===== src/rtl/sdm_dac_mc_pkg.sv =====
`default_nettype none
// ============================================================================
// Module      : sdm_pkg
// Description : Shared types and arithmetic helpers for the multi-channel
//               sigma-delta DAC modulator (loop order, FSM states, full-scale
//               feedback constant, saturating integrator add).
// Revision    : 1.0  initial release
// ============================================================================
package sdm_pkg;

    typedef enum int {
        SDM_ORD1 = 1,
        SDM_ORD2 = 2
    } sdm_order_e;

    typedef enum logic [0:0] {
        IDLE = 1'b0,
        RUN  = 1'b1
    } sdm_state_e;

    // Magnitude of the 1-bit DAC feedback: 2^(data_w-1).
    function automatic longint sdm_fs(input int data_w);
        return longint'(1) <<< (data_w - 1);
    endfunction

    // Add in 64 bits (never wraps for any practical ACC_W) and clip the
    // result to the signed acc_w-bit range.
    function automatic longint sdm_sat_add(input longint a, input longint b,
                                           input int acc_w);
        longint hi;
        longint lo;
        longint s;
        hi = (longint'(1) <<< (acc_w - 1)) - 1;
        lo = -hi - 1;
        s  = a + b;
        if (s > hi) begin
            return hi;
        end
        if (s < lo) begin
            return lo;
        end
        return s;
    endfunction

endpackage
`default_nettype wire


===== src/rtl/sdm_dac_mc_if.sv =====
`default_nettype none
// ============================================================================
// Module      : sdm_dac_mc_if
// Description : PCM frame handshake between the audio sample source and the
//               sigma-delta modulator.
//   valid_in : frame on audio_in is valid (source -> modulator)
//   ready_in : modulator can accept a frame this cycle (modulator -> source)
//   audio_in : NUM_CH signed samples, channel c at [c*DATA_W +: DATA_W]
// Revision    : 1.0  initial release
// ============================================================================
interface sdm_dac_mc_if #(
    parameter int DATA_W = 16,
    parameter int NUM_CH = 2
);
    logic                       valid_in;
    logic                       ready_in;
    logic [NUM_CH*DATA_W-1:0]   audio_in;

    modport master (output valid_in, output audio_in, input ready_in);
    modport slave  (input valid_in, input audio_in, output ready_in);
endinterface
`default_nettype wire


===== src/rtl/sdm_dac_mc_mod_core.sv =====
`default_nettype none
// ============================================================================
// Module      : sdm_mod_core
// Description : One channel of the sigma-delta loop: one or two saturating
//               integrators, +/- full-scale feedback and the 1-bit quantiser.
//   clk, rst_n : clock, asynchronous active-low reset
//   run        : 1 = step the loop this cycle, 0 = hold everything cleared
//   x          : effective signed input sample
//   bit_out    : registered output bit (also the feedback for the next step)
//   sat        : registered flag, an integrator clipped in the last step
// Revision    : 1.0  initial release
// ============================================================================
module sdm_mod_core
    import sdm_pkg::*;
#(
    parameter int DATA_W = 16,
    parameter int ACC_W  = DATA_W + 4,
    parameter int ORDER  = 2
) (
    input  logic                     clk,
    input  logic                     rst_n,
    input  logic                     run,
    input  logic signed [DATA_W-1:0] x,
    output logic                     bit_out,
    output logic                     sat
);

    localparam longint FS = sdm_fs(DATA_W);

    logic signed [ACC_W-1:0] r_i1;
    logic signed [ACC_W-1:0] r_i2;

    longint w_fb;
    longint w_d1;
    longint w_d2;
    longint w_n1;
    longint w_n2;
    logic   w_bit;
    logic   w_clip;

    always_comb begin
        w_fb   = bit_out ? FS : -FS;
        w_d1   = longint'(x) - w_fb;
        w_n1   = sdm_sat_add(longint'(r_i1), w_d1, ACC_W);
        w_d2   = w_n1 - w_fb;
        w_n2   = sdm_sat_add(longint'(r_i2), w_d2, ACC_W);
        w_clip = (w_n1 != longint'(r_i1) + w_d1);
        w_bit  = (w_n1 >= 0);
        if (ORDER == int'(SDM_ORD2)) begin
            w_clip = w_clip || (w_n2 != longint'(r_i2) + w_d2);
            w_bit  = (w_n2 >= 0);
        end
    end

    always_ff @(posedge clk or negedge rst_n) begin
        if (!rst_n) begin
            r_i1    <= '0;
            r_i2    <= '0;
            bit_out <= 1'b0;
            sat     <= 1'b0;
        end else if (!run) begin
            // Outside RUN the loop restarts from zero state and a 0 feedback bit.
            r_i1    <= '0;
            r_i2    <= '0;
            bit_out <= 1'b0;
            sat     <= 1'b0;
        end else begin
            r_i1    <= ACC_W'(w_n1);
            r_i2    <= (ORDER == int'(SDM_ORD2)) ? ACC_W'(w_n2) : '0;
            bit_out <= w_bit;
            sat     <= w_clip;
        end
    end

endmodule
`default_nettype wire


===== src/rtl/sdm_dac_mc.sv =====
`default_nettype none
// ============================================================================
// Module      : sdm_dac_mc
// Description : Multi-channel sigma-delta DAC modulator. Accepts PCM frames
//               over a valid/ready handshake, holds each for OSR modulator
//               cycles and emits one 1-bit stream per channel.
//   clk, rst_n   : clock, asynchronous active-low reset
//   pcm          : frame handshake (valid_in / ready_in / audio_in)
//   mute         : zero the input from the next frame boundary
//   valid_out    : sdm_out carries modulated data
//   sdm_out      : 1-bit stream per channel
//   frame_strobe : a new frame enters the modulator this cycle
//   underrun     : frame boundary with no pending frame (last frame repeats)
//   sat          : per-channel integrator clip flag
// Revision    : 1.0  initial release
// ============================================================================
module sdm_dac_mc
    import sdm_pkg::*;
#(
    parameter int DATA_W = 16,
    parameter int NUM_CH = 2,
    parameter int OSR    = 64,
    parameter int ORDER  = 2,
    parameter int ACC_W  = DATA_W + 4
) (
    input  logic              clk,
    input  logic              rst_n,
    sdm_dac_mc_if.slave       pcm,
    input  logic              mute,
    output logic              valid_out,
    output logic [NUM_CH-1:0] sdm_out,
    output logic              frame_strobe,
    output logic              underrun,
    output logic [NUM_CH-1:0] sat
);

    localparam int             CNT_W    = (OSR > 2) ? $clog2(OSR) : 1;
    localparam logic [CNT_W-1:0] CNT_LAST = CNT_W'(OSR - 1);

    generate
        if (ORDER != int'(SDM_ORD1) && ORDER != int'(SDM_ORD2)) begin : g_bad_order
            $error("sdm_dac_mc: ORDER must be 1 or 2");
        end
    endgenerate

    sdm_state_e               r_state;
    sdm_state_e               w_state_nxt;
    logic [CNT_W-1:0]         r_cnt;
    logic [NUM_CH*DATA_W-1:0] r_hold;
    logic [NUM_CH*DATA_W-1:0] r_act;
    logic                     r_hold_full;
    logic                     r_mute_act;
    logic                     w_run;
    logic                     w_boundary;
    logic                     w_load;
    logic                     w_accept;

    // Gated by rst_n so the source never sees ready while the block is in reset.
    assign pcm.ready_in = rst_n && !r_hold_full;

    always_comb begin
        w_run       = (r_state == RUN);
        w_boundary  = w_run && (r_cnt == CNT_LAST);
        w_accept    = pcm.valid_in && !r_hold_full;
        // Load only from the hold register, so a frame accepted in the
        // boundary cycle waits for the following boundary.
        w_load      = r_hold_full && (!w_run || w_boundary);
        w_state_nxt = r_state;
        case (r_state)
            IDLE:    if (r_hold_full) w_state_nxt = RUN;
            RUN:     w_state_nxt = RUN;
            default: w_state_nxt = IDLE;
        endcase
    end

    assign frame_strobe = w_load;
    assign underrun     = w_boundary && !r_hold_full;

    always_ff @(posedge clk or negedge rst_n) begin
        if (!rst_n) begin
            r_state <= IDLE;
        end else begin
            r_state <= w_state_nxt;
        end
    end

    always_ff @(posedge clk or negedge rst_n) begin
        if (!rst_n) begin
            r_hold      <= '0;
            r_hold_full <= 1'b0;
            r_act       <= '0;
            r_mute_act  <= 1'b0;
            r_cnt       <= '0;
            valid_out   <= 1'b0;
        end else begin
            if (w_accept) begin
                r_hold      <= pcm.audio_in;
                r_hold_full <= 1'b1;
            end else if (w_load) begin
                r_hold_full <= 1'b0;
            end
            if (w_load) begin
                r_act <= r_hold;
            end
            // mute only takes effect on whole frames.
            if (w_load || w_boundary) begin
                r_mute_act <= mute;
            end
            if (!w_run || w_boundary) begin
                r_cnt <= '0;
            end else begin
                r_cnt <= r_cnt + 1'b1;
            end
            valid_out <= w_run;
        end
    end

    for (genvar c = 0; c < NUM_CH; c++) begin : g_ch
        logic signed [DATA_W-1:0] w_x;
        assign w_x = r_mute_act ? '0 : r_act[c*DATA_W +: DATA_W];

        sdm_mod_core #(
            .DATA_W (DATA_W),
            .ACC_W  (ACC_W),
            .ORDER  (ORDER)
        ) u_core (
            .clk     (clk),
            .rst_n   (rst_n),
            .run     (w_run),
            .x       (w_x),
            .bit_out (sdm_out[c]),
            .sat     (sat[c])
        );
    end

endmodule
`default_nettype wire


===== src/flat_wrapper.sv =====
// flat-port wrapper written by rule: the top's interface ports become plain ports
module sdm_dac_mc_flat import sdm_pkg::*;
#(
    parameter int DATA_W = 16,
    parameter int NUM_CH = 2,
    parameter int OSR    = 64,
    parameter int ORDER  = 2,
    parameter int ACC_W  = DATA_W + 4
)
  (clk, rst_n, mute, valid_out, sdm_out, frame_strobe, underrun, sat, pcm_valid_in, pcm_audio_in, pcm_ready_in);
  sdm_dac_mc_if #(.DATA_W(DATA_W), .NUM_CH(NUM_CH)) pcm_i ();
  input  logic clk;
  input  logic rst_n;
  input  logic mute;
  output logic valid_out;
  output logic [NUM_CH-1:0] sdm_out;
  output logic frame_strobe;
  output logic underrun;
  output logic [NUM_CH-1:0] sat;
  input wire logic [$bits(pcm_i.valid_in)-1:0] pcm_valid_in;
  input wire logic [$bits(pcm_i.audio_in)-1:0] pcm_audio_in;
  output wire logic [$bits(pcm_i.ready_in)-1:0] pcm_ready_in;
  assign pcm_i.valid_in = pcm_valid_in;
  assign pcm_i.audio_in = pcm_audio_in;
  assign pcm_ready_in = pcm_i.ready_in;
  sdm_dac_mc #(.DATA_W(DATA_W), .NUM_CH(NUM_CH), .OSR(OSR), .ORDER(ORDER), .ACC_W(ACC_W)) u_core (.clk(clk), .rst_n(rst_n), .pcm(pcm_i), .mute(mute), .valid_out(valid_out), .sdm_out(sdm_out), .frame_strobe(frame_strobe), .underrun(underrun), .sat(sat));
endmodule

===== config.mk =====
export PLATFORM = sky130hd
export DESIGN_NAME = sdm_dac_mc_flat
export DESIGN_NICKNAME = d
export VERILOG_FILES = /design/src/rtl/sdm_dac_mc_pkg.sv /design/src/rtl/sdm_dac_mc_if.sv /design/src/rtl/sdm_dac_mc_mod_core.sv /design/src/rtl/sdm_dac_mc.sv /design/src/flat_wrapper.sv
export SDC_FILE = /design/constraint.sdc
export NUM_CORES = 1
export LEC_CHECK = 0
export ABC_AREA = 1
export ABC_CLOCK_PERIOD_IN_PS = 12300
export CAP_MARGIN = 0
export CORE_MARGIN = 2
export CORE_UTILIZATION = 60
export DETAILED_ROUTE_END_ITERATION = 10
export MAX_ROUTING_LAYER = met4
export PLACE_DENSITY = 0.77
export SLEW_MARGIN = 25
export SYNTH_ARGS = -nofsm -noshare
export SYNTH_HDL_FRONTEND = slang
export SYNTH_SLANG_ARGS = --single-unit

===== constraint.sdc =====
create_clock -name clk -period 12.3 [get_ports clk]
set_input_delay 3.075 -clock clk [delete_from_list [all_inputs] [get_ports clk]]
set_output_delay 3.075 -clock clk [all_outputs]
set_load 0.02 [all_outputs]

==> After elaboration in Yosys (flattened, before gate mapping) <==
Index checks and enable logic that the tools add are counted.
{ "classes": {"addsub": 9, "order_cmp": 10, "eq_ne": 5, "mux": 45, "n_bitwise": 1, "reduce_logical": 12} }
{ "ops": {"columns": ["operator", "count"], "rows": [
  ["64-bit 2-to-1 mux", 14],
  ["20-bit by 64-bit adder with 64-bit output", 4],
  ["64-bit by 20-bit greater-than comparator with 1-bit output, second input constant", 4],
  ["64-bit by 20-bit less-than comparator with 1-bit output, second input constant", 4],
  ["64-bit != test", 4],
  ["64-bit by 1-bit greater-or-equal comparator with 1-bit output, second input constant", 2],
  ["16-bit by 64-bit subtractor with 64-bit output", 2],
  ["64-bit subtractor", 2],
  ["20-bit 2-to-1 mux", 4],
  ["19-bit 2-to-1 mux", 4],
  ["16-bit 2-to-1 mux", 2],
  ["1-bit 2-to-1 mux", 19],
  ["6-bit by 1-bit adder with 6-bit output, second input constant", 1],
  ["6-bit equality test, second input constant", 1],
  ["6-bit 2-to-1 mux", 1],
  ["1-bit logical AND", 5],
  ["1-bit logical OR", 4],
  ["1-bit logical NOT", 2],
  ["1-bit case mux with 2 select lines", 1],
  ["2-bit nonzero test", 1],
  ["1-bit NOT", 1]
]} }
{ "totals": {"register_bits": 158, "inputBits": 36, "out_inout_bits": 8, "wordCells": 97} }

==> Longest topological paths before layout <==
Gate-level depths: netlist (run 1).
{ "logic_depth": {"word_depth": 18, "mapped_depth": 57, "mapped_depth_nobuf": 54} }

==> Cells and area by module <==
Synthesis (run 1) repeated with hierarchy kept, for this count alone.
{ "hier_totals": {"cells_unflattened": 4353, "area_unflattened_um2": 26450.4} }
{ "by_module_without_submodules": {"columns": ["mod", "instances", "cells_each", "area_each_um2", "seq_area_each_um2"], "rows": [
  ["sdm_mod_core at u_core.g_ch[1].u_core", 1, 2059, 11733.8, 1051.0],
  ["sdm_mod_core at u_core.g_ch[0].u_core", 1, 1972, 11549.8, 1051.0],
  ["sdm_dac_mc", 1, 322, 3166.8, 1851.8]
]} }

==> Least setup slack after synthesis (run 1) <==
OpenSTA, ideal clock, no wires.
{ "synth_path": {"kind": "register to register", "startpoint": "reg u_core.g_ch[1].u_core.bit_out", "endpoint": "reg u_core.g_ch[1].u_core.r_i2[19]", "setup_time_ns": 0.122, "t_arrival_ns": 10.839, "required_time_ns": 12.178, "path_slack_ns": 1.339, "stages_incl_launch_ff": 42, "n_path_buf": 2, "period_less_slack_ns": 10.961, "cell_sequence": "dfrtp_1 -> inv_1 -> fa_1 -> inv_1 -> ha_1 -> nand2_1 -> o21ai_0 -> a21oi_1 -> a21boi_1 -> o21a_1 -> fa_1 -> nor2_1 -> nand3_1 -> nor3_1 -> nand3_1 -> nor2_1 -> nand3_1 -> ha_1 -> (+6 left out) -> nand2_1 -> nor2_1 -> nand2_1 -> nor2_1 -> nand2_1 -> nand3_1 -> xor2_1 -> nand2_1 -> nor3_1 -> nand2_1 -> nor2_1 -> nand3_1 -> nor2_1 -> nand2_1 -> ha_1 -> dlygate4sd3_1 -> o21ai_0 -> nor2_2"} }
{ "synth_between": {"elab_chain_len": 16, "elab_cells_between_ends": 23, "classes_between": "add/sub: 4; order compare: 4; mux: 15"} }
{ "synth_rtl": {"columns": ["item", "line_no", "text"], "rows": [
  ["start: declaration", "sdm_dac_mc_mod_core.sv:24", "output logic bit_out,"],
  ["start signal: assignment", "sdm_dac_mc_mod_core.sv:70", "bit_out <= w_bit;"],
  ["64-bit 2-to-1 mux *", "sdm_dac_mc_mod_core.sv:42", "w_fb = bit_out ? FS : -FS;"],
  ["16-bit by 64-bit subtractor with 64-bit output", "sdm_dac_mc_mod_core.sv:43", "w_d1 = longint'(x) - w_fb;"],
  ["20-bit by 64-bit adder with 64-bit output", "sdm_dac_mc_pkg.sv:35", "s = a + b;"],
  ["64-bit by 20-bit greater-than comparator with 1-bit output or 64-bit by 20-bit less-than comparator with 1-bit output (tied branches)", "sdm_dac_mc_pkg.sv:36, sdm_dac_mc_pkg.sv:39", null],
  ["19-bit 2-to-1 mux or 1-bit 2-to-1 mux (tied branches)", "sdm_dac_mc_pkg.sv:36, sdm_dac_mc_pkg.sv:39", null],
  ["64-bit 2-to-1 mux or 1-bit 2-to-1 mux (tied branches)", "sdm_dac_mc_pkg.sv:39", "if (s < lo) begin"],
  ["64-bit 2-to-1 mux", "sdm_dac_mc_pkg.sv:42", "return s;"],
  ["64-bit 2-to-1 mux", "sdm_dac_mc_pkg.sv:39", null],
  ["64-bit subtractor *", "sdm_dac_mc_mod_core.sv:45", "w_d2 = w_n1 - w_fb;"],
  ["20-bit by 64-bit adder with 64-bit output *", "sdm_dac_mc_pkg.sv:35", null],
  ["64-bit by 20-bit less-than comparator with 1-bit output", "sdm_dac_mc_pkg.sv:39", null],
  ["1-bit 2-to-1 mux (2 in series)", "sdm_dac_mc_pkg.sv:39", null],
  ["64-bit 2-to-1 mux", "sdm_dac_mc_pkg.sv:42", null],
  ["64-bit 2-to-1 mux *", "sdm_dac_mc_pkg.sv:39", null],
  ["20-bit 2-to-1 mux *", "sdm_dac_mc_mod_core.sv:61", "end else if (!run) begin"],
  ["end signal: assignment", "sdm_dac_mc_mod_core.sv:69", "r_i2 <= (ORDER == int'(SDM_ORD2)) ? ACC_W'(w_n2) : '0;"],
  ["end: declaration", "sdm_dac_mc_mod_core.sv:31", "logic signed [ACC_W-1:0] r_i2;"]
]} }
Mark *: on every way between the ends. The rest lies on a longest branch, timed or not. The select of a mux whose other input is x is not followed.
A chain may end at the register's enable or synchronous reset.

==> Final worst setup path (run 1) <==
{ "layout_path": {"startpoint": "reg u_core.r_mute_act", "endpoint": "reg u_core.g_ch[1].u_core.r_i2[11]"} }
{ "layout_between": {"elab_chain_len": 16, "elab_cells_between_ends": 24, "classes_between": "add/sub: 4; order compare: 4; mux: 16"} }
{ "layout_rtl": {"columns": ["item", "line_no", "text"], "rows": [
  ["start: declaration", "sdm_dac_mc.sv:52", "logic r_mute_act;"],
  ["start signal: assignment", "sdm_dac_mc.sv:107", "r_mute_act <= mute;"],
  ["16-bit 2-to-1 mux *", "sdm_dac_mc.sv:120", "assign w_x = r_mute_act ? '0 : r_act[c*DATA_W +: DATA_W];"],
  ["16-bit by 64-bit subtractor with 64-bit output *", "sdm_dac_mc_mod_core.sv:43", null],
  ["20-bit by 64-bit adder with 64-bit output *", "sdm_dac_mc_pkg.sv:35", null],
  ["64-bit by 20-bit greater-than comparator with 1-bit output or 64-bit by 20-bit less-than comparator with 1-bit output (tied branches)", "sdm_dac_mc_pkg.sv:36, sdm_dac_mc_pkg.sv:39", null],
  ["19-bit 2-to-1 mux or 1-bit 2-to-1 mux (tied branches)", "sdm_dac_mc_pkg.sv:36, sdm_dac_mc_pkg.sv:39", null],
  ["64-bit 2-to-1 mux or 1-bit 2-to-1 mux (tied branches)", "sdm_dac_mc_pkg.sv:39", null],
  ["64-bit 2-to-1 mux", "sdm_dac_mc_pkg.sv:42", null],
  ["64-bit 2-to-1 mux *", "sdm_dac_mc_pkg.sv:39", null],
  ["64-bit subtractor *", "sdm_dac_mc_mod_core.sv:45", null],
  ["20-bit by 64-bit adder with 64-bit output *", "sdm_dac_mc_pkg.sv:35", null],
  ["64-bit by 20-bit greater-than comparator with 1-bit output or 64-bit by 20-bit less-than comparator with 1-bit output (tied branches)", "sdm_dac_mc_pkg.sv:36, sdm_dac_mc_pkg.sv:39", null],
  ["19-bit 2-to-1 mux or 1-bit 2-to-1 mux (tied branches)", "sdm_dac_mc_pkg.sv:36, sdm_dac_mc_pkg.sv:39", null],
  ["64-bit 2-to-1 mux or 1-bit 2-to-1 mux (tied branches)", "sdm_dac_mc_pkg.sv:39", null],
  ["64-bit 2-to-1 mux", "sdm_dac_mc_pkg.sv:42", null],
  ["64-bit 2-to-1 mux *", "sdm_dac_mc_pkg.sv:39", null],
  ["20-bit 2-to-1 mux *", "sdm_dac_mc_mod_core.sv:61", null]
]} }
Marked as above.

==> results.json, run 1 <==
{
  "p_sw_share_pct": 23.1,
  "die-height_um": 216,
  "start_util_pct": 60.9,
  "worstRegToRegCells": 44,
  "worstSkewPairLatency_ns": 0.44,
  "fin_ws_ns": 1.15,
  "synth_edf_count": 0,
  "clock_power_share_pct": 44.0,
  "wirelength_um": 91400,
  "yosysWarnings": 0,
  "areaGrowthSynthToFinish_pct": 5.92,
  "power.switching_mw": 0.267,
  "nets": 4991,
  "worst-path-stages": 44,
  "hpwl_um": 76100,
  "hold_path.class": "flip-flop to flip-flop",
  "slew_headroom_pct": 33.8,
  "grt_pass1_vias": 27600,
  "fin_skew_ns": 0.0118,
  "multiInputGateArea_um2": 19200,
  "finalCriticalPeriod_ns": 11.15,
  "ys_types": 50,
  "seq_area_um2": 3960,
  "io_buffer_count": 43,
  "synth_top_cells_by_count": "1543 x nand2_1, 903 x inv_1, 520 x nor2_1, 262 x a21oi_1, 257 x nand3_1",
  "drive_gt1_share_pct": 3.65,
  "fin_area_um2": 28500,
  "clk_pin_slew_ns": 0.06,
  "worst-path-buf-inv": 8,
  "holdWs_ns": 0.467,
  "cts_tree": "done",
  "h-tree-depth": 4,
  "power_mw": 1.15,
  "utilization_pct": 64.5,
  "synth_area_um2": 26900,
  "ant_nets": 0,
  "dpl_cell_area_um2": 27900,
  "num_io_pins": 44,
  "die_x_um": 216,
  "dr.pass1.iters": 7,
  "numCtsBuffers": 17,
  "p_per_area_nw_per_um2": 40.4,
  "place_congestion": 1.10,
  "dieArea_um2": 46600,
  "grt_max_degree": 62,
  "cts_root_buf": "clkbuf_16",
  "yosysMostFrequentCell": "nand2_1",
  "overflow": 0,
  "cts_sinks": 158,
  "post-route-drc-count": 0,
  "maxCapViolations": 0,
  "synth_ff_type": "dfrtp_1",
  "worstSetupPathType": "flip-flop to flip-flop",
  "ys_seq_area_share_pct": 14.7,
  "cp_slowest_cell": "fa_1",
  "via_per_inst": 5.62,
  "yosys.area.top_type": "nand2_1",
  "cts_resized": 0,
  "synth_area_per_cell_um2": 5.88,
  "fp.coreArea_um2": 44200,
  "slew_viol_final": 0,
  "rsz0062_at_grt": "false",
  "crit_top_cell": "nand2_1",
  "holdBufCountCts": 0,
  "min_period_over_period_pct": 90.7,
  "p_leak_nw": 17.9,
  "syn_inst": 4580,
  "setup_viol": 0,
  "dpl.cell_count": 5168,
  "hold_viol": 0,
  "worst_pin_slew_ns": 0.990,
  "grt_pass1_wl_um": 144000,
  "whs_path_depth": 2,
  "peakVddDrop_uv": 73.2,
  "dp_slack_ns": 1.43,
  "intPower_mw": 0.885,
  "crit_fanout": 41,
  "vias": 29200,
  "synth_area_leaders": "nand2_1 22%, dfrtp_1 15%, inv_1 13%",
  "ys_seq_elements": 158,
  "status": "finished clean",
  "clock_path_buffers": 2,
  "grtUsageTotal_pct": 40.2,
  "wl_per_cell_um": 17.6,
  "seq_power_share_pct": 50.3,
  "cp.required_ns": 12.58,
  "yosysTopAreaCellShare_pct": 21.5,
  "fp-row-count": 77,
  "critPathMaxStageDelay_ns": 0.84,
  "cp.arrival_ns": 11.44,
  "async_flop_share_pct": 100,
  "cts_setup_buffers": 0,
  "fin_cells": 5201,
  "dr.first_iter.drc_count": 2984,
  "critPathTopFamily": "adder cells",
  "end_kind": "flip-flop",
  "antenna_found_initial": 0,
  "crit_path_start_kind": "flip-flop",
  "fmax_mhz": 89.7,
  "fillers": 4326,
  "fin_setup_tns_ns": 0,
  "pwr-share-comb_pct": 5.7,
  "syn-num-nets": 4975
}
path summary, 6_finish.rpt:
kind | from | to | slack (ns)
min in group asynchronous | rst_n | u_core.r_hold[19] | 2.57
min | u_core.r_hold[19] | u_core.r_act[19] | 0.47
min reg2reg | u_core.r_hold[19] | u_core.r_act[19] | 0.47
max reg2reg | u_core.r_mute_act | u_core.g_ch[1].u_core.r_i2[11] | 1.15
max | u_core.r_mute_act | u_core.g_ch[1].u_core.r_i2[11] | 1.15
max in group asynchronous | rst_n | u_core.g_ch[0].u_core.r_i1[8] | 7.92
sequential cells by signal, indices dropped and copies added, names as in the netlist:
register	flops
u_core.r_mute_act	1
u_core.r_hold	32
u_core.r_cnt	6
u_core.r_act	32
u_core.g_ch.u_core.r_i1	40
u_core.r_hold_full	1
u_core.g_ch.u_core.bit_out	2
u_core.r_state	1
u_core.g_ch.u_core.r_i2	40
u_core.valid_out	1
u_core.g_ch.u_core.sat	2
worst min-delay path: stages (launching register included):
cell and delay [ns]:
dfrtp_1 0.33, nand2_1 0.05, nand2_1 0.05
power by group through the flow:
stage	sequential, mW	combinational [mW]	clock [mW]
2_1_floorplan	0.581	0.0384	0
3_3_place_gp	0.586	0.0636	0
3_5_place_dp	0.588	0.0670	0
4_1_cts	0.579	0.0672	0.507
5_1_grt	0.583	0.0728	0.531
6_report	0.579	0.0657	0.507
cells in the final DEF (no fill, tap or decap), types with 3 or more instances in the layout:
cell type,instances
buf_4,15
o21ai_1,3
dfrtp_1,154
and2_1,6
o21ai_0,75
inv_1,901
nor2_2,33
xor2_1,20
nand2_1,1543
a31oi_1,44
nor3_1,45
clkinv_2,6
nand3_1,257
o21bai_1,29
nand2_4,4
ha_1,235
inv_2,12
nor3_2,5
mux2_2,32
nand2_2,13
clkdlybuf4s50_1,42
nand4_1,87
nor2_1,519
o21a_1,10
nand3_2,6
xnor2_1,22
a21oi_1,262
nor4_1,18
clkbuf_16,17
a21oi_2,5
fa_1,124
nand3b_1,30
logic make-up after synthesis:
| kind of cell | share of synthesized area (%) |
|---|---|
| compound gates | 8.92 |
| mux | 1.34 |
| buf+inv | 13.9 |
| simple gates | 39.6 |
| fa+ha+maj | 20.1 |
| xor+xnor | 1.47 |
| flops | 14.7 |
final cells by class:
type / count / area share (%)
multi-input combinational: 3443 / 67.5
sequential: 158 / 13.9
timing repair buffer: 60 / 2.04
tap: 592 / 2.60
inverter: 916 / 12.1
clock buffer: 20 / 1.60
clock inverter: 11 / 0.325
antenna: 1 / 0.00877
per-layer routing:
layer	track usage, %	share of wire [%]	vias up	wire, um
met5	-	0	-	0
met4	16.8	4.9	0	4510
met3	5.06	7.7	276	7070
met2	66.1	47	1302	42600
met1	49.9	41	13400	37200
li1	-	-	14300	-
No activity file was read; power rests on OpenSTA's default activity.
==> inputs of run 2 (changes only) <==
TNS_END_PERCENT = 20   (was unset)
==> results of run 2 <==
No change in the layout: final DEF, timing and power equal those of run 1.
